<file path="config.mk">
export PLATFORM = sky130hd
export DESIGN_NAME = port_iq_detector
export DESIGN_NICKNAME = d
export VERILOG_FILES = /design/src/rtl/port_iq_detector.sv
export SDC_FILE = /design/constraint.sdc
export NUM_CORES = 1
export LEC_CHECK = 0
export ABC_AREA = 1
export CAP_MARGIN = 25
export CELL_PAD_IN_SITES_DETAIL_PLACEMENT = 1
export CELL_PAD_IN_SITES_GLOBAL_PLACEMENT = 2
export CORE_AREA = 2 2 152 154
export CTS_CLUSTER_SIZE = 14
export DETAILED_ROUTE_END_ITERATION = 10
export DIE_AREA = 0 0 154 156
export HOLD_SLACK_MARGIN = 0.08
export PLACE_DENSITY = 0.79
export SETUP_SLACK_MARGIN = 0.2
export SLEW_MARGIN = 0
export SYNTH_ARGS = -nofsm -noshare
export SYNTH_HDL_FRONTEND = slang
export SYNTH_SLANG_ARGS = --single-unit
</file>
<file path="constraint.sdc">
create_clock -name clk -period 2.9 [get_ports clk]
set_input_delay 0.58 -clock clk [delete_from_list [all_inputs] [get_ports clk]]
set_output_delay 0.58 -clock clk [all_outputs]
set_load 0.03 [all_outputs]
</file>
<file path="src/rtl/port_iq_detector.sv">
// Port I/Q detector: integrates N = 2^LOG2N samples taken at 4x the stimulus
// frequency into signed in-phase/quadrature sums. Optional magnitude output via `PORT_IQ_DETECTOR_MAG_EN.
module port_iq_detector #(
  parameter int DW    = 16,
  parameter int LOG2N = 8
) (
  input  logic                  clk,
  input  logic                  rst,
  input  logic                  start,
  input  logic                  s_valid,
  input  logic [DW-1:0]         s_data,
  output logic                  s_ready,
  output logic                  m_valid,
  input  logic                  m_ready,
  output logic [DW+LOG2N-1:0]   m_i,
  output logic [DW+LOG2N-1:0]   m_q,
`ifdef PORT_IQ_DETECTOR_MAG_EN
  output logic [DW+LOG2N-1:0]   m_mag,
`endif
  output logic                  busy
);

  localparam int W = DW + LOG2N;

`ifdef PORT_IQ_DETECTOR_MAG_EN
  typedef enum logic [1:0] {IDLE = 2'd0, ACCUM = 2'd1, MAG = 2'd2, DONE = 2'd3} state_t;
`else
  typedef enum logic [1:0] {IDLE = 2'd0, ACCUM = 2'd1, DONE = 2'd3} state_t;
`endif

  state_t             state_q;
  logic [W-1:0]       acc_i_q, acc_q_q, acc_i_d, acc_q_d;
  logic [W-1:0]       ext_s;
  logic [1:0]         phase_q;
  logic [LOG2N-1:0]   cnt_q;
  logic               s_ready_q, m_valid_q, busy_q;
  logic               accept_s;

  assign accept_s = s_valid & s_ready_q;
  assign ext_s    = {{LOG2N{s_data[DW-1]}}, s_data};

  // Phase-selected accumulate: 0:+I, 1:+Q, 2:-I, 3:-Q
  always_comb begin
    acc_i_d = acc_i_q;
    acc_q_d = acc_q_q;
    case (phase_q)
      2'd0:    acc_i_d = acc_i_q + ext_s;
      2'd1:    acc_q_d = acc_q_q + ext_s;
      2'd2:    acc_i_d = acc_i_q - ext_s;
      2'd3:    acc_q_d = acc_q_q - ext_s;
      default: begin
        acc_i_d = acc_i_q;
        acc_q_d = acc_q_q;
      end
    endcase
  end

`ifdef PORT_IQ_DETECTOR_MAG_EN
  logic [W-1:0] abs_i_s, abs_q_s, max_s, min_s, mag_d, mag_q;
  logic [W:0]   mag_sum_s;

  // Alpha-max-plus-beta-min estimate, saturating to the output width
  always_comb begin
    abs_i_s = acc_i_q[W-1] ? (~acc_i_q + {{(W-1){1'b0}}, 1'b1}) : acc_i_q;
    abs_q_s = acc_q_q[W-1] ? (~acc_q_q + {{(W-1){1'b0}}, 1'b1}) : acc_q_q;
    if (abs_i_s >= abs_q_s) begin
      max_s = abs_i_s;
      min_s = abs_q_s;
    end else begin
      max_s = abs_q_s;
      min_s = abs_i_s;
    end
    mag_sum_s = {1'b0, max_s} + {2'b00, min_s[W-1:1]};
    if (mag_sum_s[W]) begin
      mag_d = {W{1'b1}};
    end else begin
      mag_d = mag_sum_s[W-1:0];
    end
  end

  assign m_mag = mag_q;
`endif

  // Control FSM with registered handshake/status outputs
  always_ff @(posedge clk) begin
    if (rst) begin
      state_q   <= IDLE;
      acc_i_q   <= {W{1'b0}};
      acc_q_q   <= {W{1'b0}};
      phase_q   <= 2'd0;
      cnt_q     <= {LOG2N{1'b0}};
      s_ready_q <= 1'b0;
      m_valid_q <= 1'b0;
      busy_q    <= 1'b0;
`ifdef PORT_IQ_DETECTOR_MAG_EN
      mag_q     <= {W{1'b0}};
`endif
    end else begin
      case (state_q)
        IDLE: begin
          if (start) begin
            acc_i_q   <= {W{1'b0}};
            acc_q_q   <= {W{1'b0}};
            phase_q   <= 2'd0;
            cnt_q     <= {LOG2N{1'b0}};
            s_ready_q <= 1'b1;
            busy_q    <= 1'b1;
            state_q   <= ACCUM;
          end else begin
            state_q   <= IDLE;
          end
        end
        ACCUM: begin
          if (accept_s) begin
            acc_i_q <= acc_i_d;
            acc_q_q <= acc_q_d;
            phase_q <= phase_q + 2'd1;
            cnt_q   <= cnt_q + {{(LOG2N-1){1'b0}}, 1'b1};
            if (&cnt_q) begin
              s_ready_q <= 1'b0;
`ifdef PORT_IQ_DETECTOR_MAG_EN
              state_q   <= MAG;
`else
              m_valid_q <= 1'b1;
              state_q   <= DONE;
`endif
            end else begin
              state_q <= ACCUM;
            end
          end else begin
            state_q <= ACCUM;
          end
        end
`ifdef PORT_IQ_DETECTOR_MAG_EN
        MAG: begin
          mag_q     <= mag_d;
          m_valid_q <= 1'b1;
          state_q   <= DONE;
        end
`endif
        DONE: begin
          if (m_ready) begin
            m_valid_q <= 1'b0;
            busy_q    <= 1'b0;
            state_q   <= IDLE;
          end else begin
            state_q   <= DONE;
          end
        end
        default: begin
          state_q   <= IDLE;
          s_ready_q <= 1'b0;
          m_valid_q <= 1'b0;
          busy_q    <= 1'b0;
        end
      endcase
    end
  end

  assign s_ready = s_ready_q;
  assign m_valid = m_valid_q;
  assign busy    = busy_q;
  assign m_i     = acc_i_q;
  assign m_q     = acc_q_q;

endmodule

</file>
; ---- Word-level counts from Yosys, hierarchy flattened
; Cells that the tools add are included.
[word_totals]
ram_bits = 0
rom_bits = 0
inputBits = 21
out_inout_bits = 51
elab_cells = 66
regBits = 63
latchBits = 0
mem_count = 0
[op_classes]
shifts = 0
magnitude_cmp = 0
div_mod_pow = 0
n_eq_ne = 11
mux = 27
multipliers = 0
addsub = 6
n_reduce_logical = 10
n_bitwise = 4
[op_table]
columns = cell, n
row1 = $pmux 24 s2, 4
row2 = $mux 24, 3
row3 = $add 24x24->24, 2
row4 = $sub 24x24->24, 2
row5 = $mux 8, 2
row6 = $pmux 8 s2, 1
row7 = $reduce_and 4->1, 4
row8 = $mux 2, 5
row9 = $pmux 1 s3, 3
row10 = $add 8x1->8 const B, 1
row11 = $ne 2x2->1 const B, 4
row12 = $reduce_and 8->1, 1
row13 = $mux 1, 7
row14 = $eq 2x2->1 const B, 3
row15 = $ne 3x1->1 const B, 2
row16 = $pmux 2 s3, 1
row17 = $reduce_and 3->1, 2
row18 = $eq 2x1->1 const B, 2
row19 = $logic_not 2->1, 2
row20 = $pmux 2 s2, 1
row21 = $not 1->1, 3
row22 = $add 2x1->2 const B, 1
row23 = $reduce_bool 2->1, 1
row24 = $and 1x1->1, 1

; ---- Logic depth before layout (Yosys ltp)
; Gate-level depths: netlist of the first run.
[logic_depth]
word_depth = 4
ltp_mapped = 22
depth_no_buf = 22

; ---- Worst setup path before layout of the first run
; OpenSTA, ideal clock, no wires.
[synth_timing]
path_kind = in2reg
from = input s_data[0]
to = register acc_q_q[13] (netlist: m_q[13])
path_stages = 17
required_ps = 2768
setup_slack_ps = -9
t_arrival_ps = 2777
setup_time_ps = 132
path_cell_list = inv_1 ha_1 nand2_1 nor2_2 nand3_1 nor3_1 xor2_1 nand2_1 o21ai_0 ha_1 nand2_1 inv_1 a21oi_1 nand3_1 or2_2 nand3_1 a21oi_1
[synth_between]
elab_chain_len = 4
[synth_lines]
columns = element, line_no
row1 = "start, declared", 11  ; input logic [DW-1:0] s_data,
row2 = $sub 24x24->24 / $add 24x24->24 (equally long branches), "50, 48"
row3 = $pmux 24 s2 (*), 46  ; case (phase_q)
row4 = $mux 24 (*), 114  ; if (accept_s) begin
row5 = $pmux 24 s2 (*), 99  ; case (state_q)
row6 = "end signal, assigned", 89  ; acc_q_q <= {W{1'b0}};
row7 = "end signal, assigned", 103  ; acc_q_q <= {W{1'b0}};
row8 = "end signal, assigned", 116  ; acc_q_q <= acc_q_d;
row9 = "end, declared", 32  ; logic [W-1:0] acc_i_q, acc_q_q, acc_i_d, acc_q_d;
; Mark *: on every way between the ends. The rest lies on a longest branch, timed or not. The select of a mux whose other input is x is not followed.
; A chain may end at the register's enable or synchronous reset.

; ---- Worst setup path in the final report of the first run
[layout_timing]
from = input s_data[2]
to = register acc_q_q[13] (netlist: m_q[13])
; Same word-level chain as after synthesis.

==> impl_metrics.tcl, run 1 <==
set metrics [dict create \
    status "finished clean" \
    worst-path-buf-inv 4 \
    grt.overflow.total 0 \
    synthTopCellsByArea "dfxtp_1, nand2_1, ha_1, a21oi_1, inv_1" \
    cp_max_fo 4 \
    ant_nets 0 \
    fillers 2763 \
    total_leakage_power_nw 4.40 \
    powerDensity_mw_per_mm2 339 \
    setup_violations 0 \
    hold_viol_final 0 \
    antenna_found_initial 0 \
    syn_inst 996 \
    yosys_warnings 0 \
    clk_pin_slew_worst_paths_ns 0.06 \
    cp-start-kind "input pin" \
    cp.arrival_ns 3.01 \
    final_nets 1309 \
    synth_edf_count 0 \
    clockBufferDepth 2 \
    placed_area_mm2 0.00810 \
    syn_to_final_growth_pct 65.2 \
    yosys_most_used_dff "dfxtp_1" \
    period_minus_slack_ns 2.80 \
    rsz0062_at_grt "true" \
    fin_area_mm2 0.00985 \
    clockRootBuffer "clkbuf_16" \
    cap_violations 0 \
    worst_slack_ns 0.0999 \
    synth_compound_area_share_pct 18.5 \
    grt_pass1_vias 7946 \
    p_clk_share_pct 33.4 \
    cpPeakStageDelay_ns 0.41 \
    yosysSeqAreaShare_pct 21.1 \
    p_sw_w 0.00127 \
    cp.required_ns 3.11 \
    routedWlPerCell_um 17.1 \
    diodes 0 \
    end_kind "flop" \
    die_y_um 156 \
    grt_max_degree 42 \
    io_buffer_count 71 \
    layout-drive-gt1-share_pct 38.3 \
    vias 7581 \
    path_delay_family "simple AND/OR/NAND/NOR gates" \
    post-route-util_pct 44.1 \
    ctsHoldBuffers 0 \
    ys_types 41 \
    fp.dieW_um 154 \
    synth_simple_gate_area_share_pct 37.2 \
    gp_congestion 0.861 \
    finalCritPeriodShare_pct 96.6 \
    crit_chain "buf_12 > buf_6 > nor2_4 > nand2_4 > nor2_4 > nand3_4 > xnor2_2 > nand2_1 > o21ai_0 > ha_1 > nand2_2 > inv_1 > a21oi_2 > inv_1 > nand2_1 > nand3_2 > or2_4 > nand3_2 > a21oi_1" \
    postSynthAreaPerCell_um2 5.99 \
    worst_path_max_delay_cell "ha_1" \
    dp_hpwl_mm 19.6 \
    core-area_mm2 0.0224 \
    seq_power_share_pct 27.7 \
    async_reset_ff_share_pct 0 \
    drt_iter0_markers 267 \
    drc_errors 0 \
    numClockSinks 63 \
    r2r_slack_ns 0.20 \
    initial_core_util_pct 26.7 \
    finalMaxSlewViolations 0 \
    drt_first_pass_iters 4 \
    synth_mux_area_share_pct 0 \
    syn_area_mm2 0.00596 \
    clk_latency_ns 0.36 \
    syn_nets 1072 \
    slew-limit-headroom_pct 61.8 \
    netlist_top_cells_count "nand2_1, a21oi_1, inv_1" \
    synth_xor_area_share_pct 2.64 \
    netSwitchingFraction_pct 38.2 \
    p_comb_share_pct 38.9 \
    synth.most_common_cell "nand2_1" \
    avgViaCountPerCell 4.98 \
    hold_class "reg -> reg" \
    max_freq_mhz 357 \
    dieArea_mm2 0.0240 \
    finalWirelength_mm 26.1 \
    cts_tree "built" \
    yosys.area.top_type_share_pct 21.1 \
    synth_largest_area_cell "dfxtp_1" \
    htreeDepth 3 \
    synth_top_family_by_area "simple AND/OR/NAND/NOR gates" \
    io_pins 72 \
    internal-power_w 0.00206 \
    grt_pass1_wl_mm 40.5 \
    cts_made_buffers 9 \
    skew_ns 0.00715 \
    dp_slack_ns -1.13 \
    rows 55 \
    worstMarginPinSlew_ns 0.573 \
    synth-seq-cells 63 \
    crit_type "in -> reg" \
    vdd_drop_max_mv 0.241 \
    grtUsageTotal_pct 21.3 \
    synthAdderAreaFrac_pct 11.8 \
]
==> registers in the layout (all words and copies together), names as in the netlist <==
signal and cells:
state_q 2, busy 1, cnt_q 8, m_q 24, m_valid 1, s_ready 1, m_i 24, phase_q 2
==> power by group through the flow <==
stage	clock (W)	sequential, W	combinational, W
6_report	0.00112	0.000923	0.00130
5_1_grt	0.00118	0.000926	0.00141
4_1_cts	0.00115	0.000922	0.00118
3_5_place_dp	0	0.000940	0.00102
3_3_place_gp	0	0.000940	0.00100
2_1_floorplan	0	0.000971	0.000491
==> metal layers <==
layer | global-route usage [%] | part of all wire (%)
met5 | 0 | 0
met4 | 6.19 | 2.1
met3 | 2.89 | 2.0
met2 | 40.2 | 53
met1 | 25.0 | 43
==> final timing paths <==
kind,startpoint,end,depth (start not counted)
worst max-delay path,s_data[2],m_q[13],19
worst max register to register,phase_q[0],m_q[13],15
worst min-delay path,cnt_q[7],cnt_q[7],1
worst min register to register,cnt_q[7],cnt_q[7],1
==> cell type report <==
class | instances | area, um^2 | area share, %
Clock buffer | 9 | 225 | 2.29
Tap cell | 285 | 357 | 3.62
Clock inverter | 7 | 55.1 | 0.559
Timing Repair Buffer | 244 | 2050 | 20.8
Inverter | 117 | 448 | 4.55
Multi-Input combinational cell | 798 | 5460 | 55.4
Sequential cell | 63 | 1260 | 12.8
==> stage by stage <==
step                      power [W]  cells  TNS [ns]  hold WS, ns
after CTS                   0.00324   1513         0        0.472
after global placement      0.00194   1476    -32.75        0.454
final                       0.00334   1523         0        0.465
after detailed placement    0.00196   1476    -33.96        0.461
after global routing        0.00352   1523    -0.463        0.488
after floorplan             0.00146    996         0        0.428
==> repair_timing <==
item,in CTS,in global routing
pin swaps,92,76
resized for setup,252,154
buffers inserted,21,10
hold endpoints to repair,0,0
endpoints found under the setup margin,42,38
==> cells in the final DEF, fill, tap and decap left out, types with 12 or more instances in the layout <==
cell type / instances
nor2_2: 22
nand2_4: 15
nand2_2: 62
inv_1: 106
a21oi_2: 32
nand4_1: 13
buf_4: 163
ha_1: 24
ha_4: 23
nand2_1: 226
nand3_2: 17
o21ai_2: 21
o21ai_1: 24
dfxtp_1: 63
buf_6: 12
nand3_1: 48
clkdlybuf4s50_1: 54
nor2_4: 20
a21oi_1: 77
nor2_1: 50
o21ai_0: 29
==> kinds of logic after synthesis <==
group,Yosys count
buf+inv,135
simple gates,514
fa+ha+maj,55
compound gates,211
xor+xnor,18
flops,63
==> worst register-to-register path, stage by stage, from the launching register on <==
cell,delay [ns]
dfxtp_1,0.33
buf_4,0.12
ha_1,0.19
inv_1,0.09
buf_12,0.15
o21ai_0,0.26
ha_1,0.38
nand2_2,0.17
inv_1,0.10
a21oi_2,0.19
inv_1,0.06
nand2_1,0.09
nand3_2,0.09
or2_4,0.23
nand3_2,0.05
a21oi_1,0.06
(Power assumes the default switching activity.)
==> run 2: changes to the inputs <==
==> constraint.sdc (replaced) <==
create_clock -name clk -period 2.9 [get_ports clk]
set_input_delay 0.435 -clock clk [delete_from_list [all_inputs] [get_ports clk]]
set_output_delay 0.435 -clock clk [all_outputs]
set_load 0.03 [all_outputs]
==> run 2 against run 1 <==
  * Clock power grew 13%
  * Worst hold slack got worse by 0.0048 ns
  * Clock skew grew 0.0018 ns
  * Highest routed layer unchanged
==> impl_metrics.tcl, run 2 (same netlist as run 1, synthesis figures left out) <==
set metrics [dict create \
    power_w 0.00344 \
    syn_to_final_growth_pct 62.7 \
    status "finished clean" \
    io_buffer_count 71 \
    die_y_um 156 \
    internal-power_w 0.00224 \
    fin_cells 1524 \
    finalMaxSlewViolations 0 \
    crit_chain "buf_8 > nor4_4 > buf_4 > buf_4 > and2_4 > nand2_2 > xor2_2 > nand2_1 > o21ai_0 > ha_2 > nand4_1 > buf_4 > nand3b_1 > nand2_1 > nand2_1 > nand3_1 > a21oi_1" \
    post-route-util_pct 43.4 \
    clockRootBuffer "clkbuf_16" \
    cp-start-kind "input pin" \
    p_clk_share_pct 37.0 \
    fin_area_mm2 0.00970 \
    dp_hpwl_mm 19.0 \
    clk_pin_slew_worst_paths_ns 0.06 \
    cts_tree "built" \
    drt_iter0_markers 233 \
    cp_max_fo 5 \
    cap_violations 0 \
    routedWlPerCell_um 16.5 \
    fp.dieW_um 154 \
    clk_latency_ns 0.35 \
    max_freq_mhz 380 \
    seq_power_share_pct 26.8 \
    crit_start "s_data[6]" \
    avgViaCountPerCell 4.90 \
    worst_path_max_delay_cell "ha_2" \
    grt.overflow.total 0 \
    dp_cells 1487 \
    ant_nets 0 \
    hold_class "reg -> reg" \
    gp_congestion 0.871 \
    rows 55 \
    drc_errors 0 \
    layout-drive-gt1-share_pct 37.2 \
    layout_common_cells "nand2_1, buf_4, inv_1" \
    ctsHoldBuffers 0 \
    r2r-start "phase_q[0]" \
    layout_commonest_cell "nand2_1" \
    clockBufferDepth 2 \
    core-area_mm2 0.0224 \
    total_leakage_power_nw 4.32 \
    powerDensity_mw_per_mm2 354 \
    htreeDepth 3 \
    netSwitchingFraction_pct 34.8 \
    p_comb_share_pct 36.2 \
    diodes 0 \
    hold_viol_final 0 \
    grtUsageTotal_pct 20.1 \
    setup_violations 0 \
    cpPeakStageDelay_ns 0.42 \
    worstMarginPinSlew_ns 0.671 \
    io_pins 72 \
    worst-path-buf-inv 4 \
    end_kind "flop" \
    initial_core_util_pct 26.7 \
    skew_ns 0.00892 \
    dieArea_mm2 0.0240 \
    p_sw_w 0.00120 \
    grt_pass1_wl_mm 38.6 \
    worst_slack_ns 0.267 \
    vdd_drop_max_mv 0.269 \
    grt_max_degree 29 \
    drt_first_pass_iters 4 \
    min-delay-start "cnt_q[7]" \
    final_nets 1310 \
    cp.arrival_ns 2.84 \
    slew-limit-headroom_pct 55.2 \
    finalCritPeriodShare_pct 90.8 \
    crit_type "in -> reg" \
    cp.required_ns 3.11 \
    finalWirelength_mm 25.2 \
    rsz0062_at_grt "true" \
    numClockSinks 63 \
    cts_made_buffers 9 \
    path_delay_family "simple AND/OR/NAND/NOR gates" \
    period_minus_slack_ns 2.63 \
    grt_pass1_vias 7577 \
    dp_slack_ns -0.830 \
    placed_area_mm2 0.00810 \
    antenna_found_initial 0 \
    vias 7471 \
]
==> run 2: worst register-to-register path, stage by stage, from the launching register on <==
cell and delay, ns:
dfxtp_2 0.37, ha_2 0.22, clkinvlp_4 0.12, buf_12 0.14
buf_4 0.16, nand2_1 0.06, o21ai_0 0.09, ha_2 0.42
nand4_1 0.15, buf_4 0.17, nand3b_1 0.20, nand2_1 0.13
nand2_1 0.08, nand3_1 0.08, a21oi_1 0.06
==> run 2: per-layer routing <==
layer  wire length (um)  GRT usage [%]  share of wire [%]  vias up
met3                867           3.06                3.4       20
met4                298           3.65                1.2        0
met1              11900           27.0                 47     3565
met5                  0              0                  0        -
li1                   -              -                  -     3764
met2              12200           34.6                 48      122
==> run 2: metrics by stage <==
step,TNS (ns),hold slack [ns]
after floorplan,0,0.428
after global placement,-19.65,0.444
after detailed placement,-23.28,0.450
after CTS,0,0.460
after global routing,0,0.490
final,0,0.460
==> run 2: worst paths after layout <==
| check | end | slack [ns] | cells after the start |
|---|---|---|---|
| max | m_q[16] | 0.27 | 17 |
| min | cnt_q[7] | 0.46 | 1 |
| max reg2reg | m_q[16] | 0.30 | 14 |
| min reg2reg | cnt_q[7] | 0.46 | 1 |
==> run 2: final cells by class <==
cell class / count / area (um^2)
fill: 2823 / 12700
multi-input combinational: 798 / 5310
timing repair buffer: 245 / 1990
sequential: 63 / 1260
inverter: 117 / 449
tap: 285 / 357
clock buffer: 11 / 253
clock inverter: 5 / 80.1
==> run 2: power by group through the flow <==
| stage | Combinational, W | Clock [W] | Sequential [W] |
|---|---|---|---|
| 5_1_grt | 0.00136 | 0.00133 | 0.000928 |
| 6_report | 0.00125 | 0.00127 | 0.000923 |
| 2_1_floorplan | 0.000486 | 0 | 0.000971 |
| 3_5_place_dp | 0.00100 | 0 | 0.000939 |
| 3_3_place_gp | 0.000984 | 0 | 0.000939 |
| 4_1_cts | 0.00109 | 0.00129 | 0.000921 |
==> run 2: repair_timing <==
item                                   in CTS  in global routing
pin swaps                                  52                 85
resized for setup                         174                208
endpoints found under the hold margin       0                  0
setup endpoints to repair                  39                 38
setup buffers                               8                 13
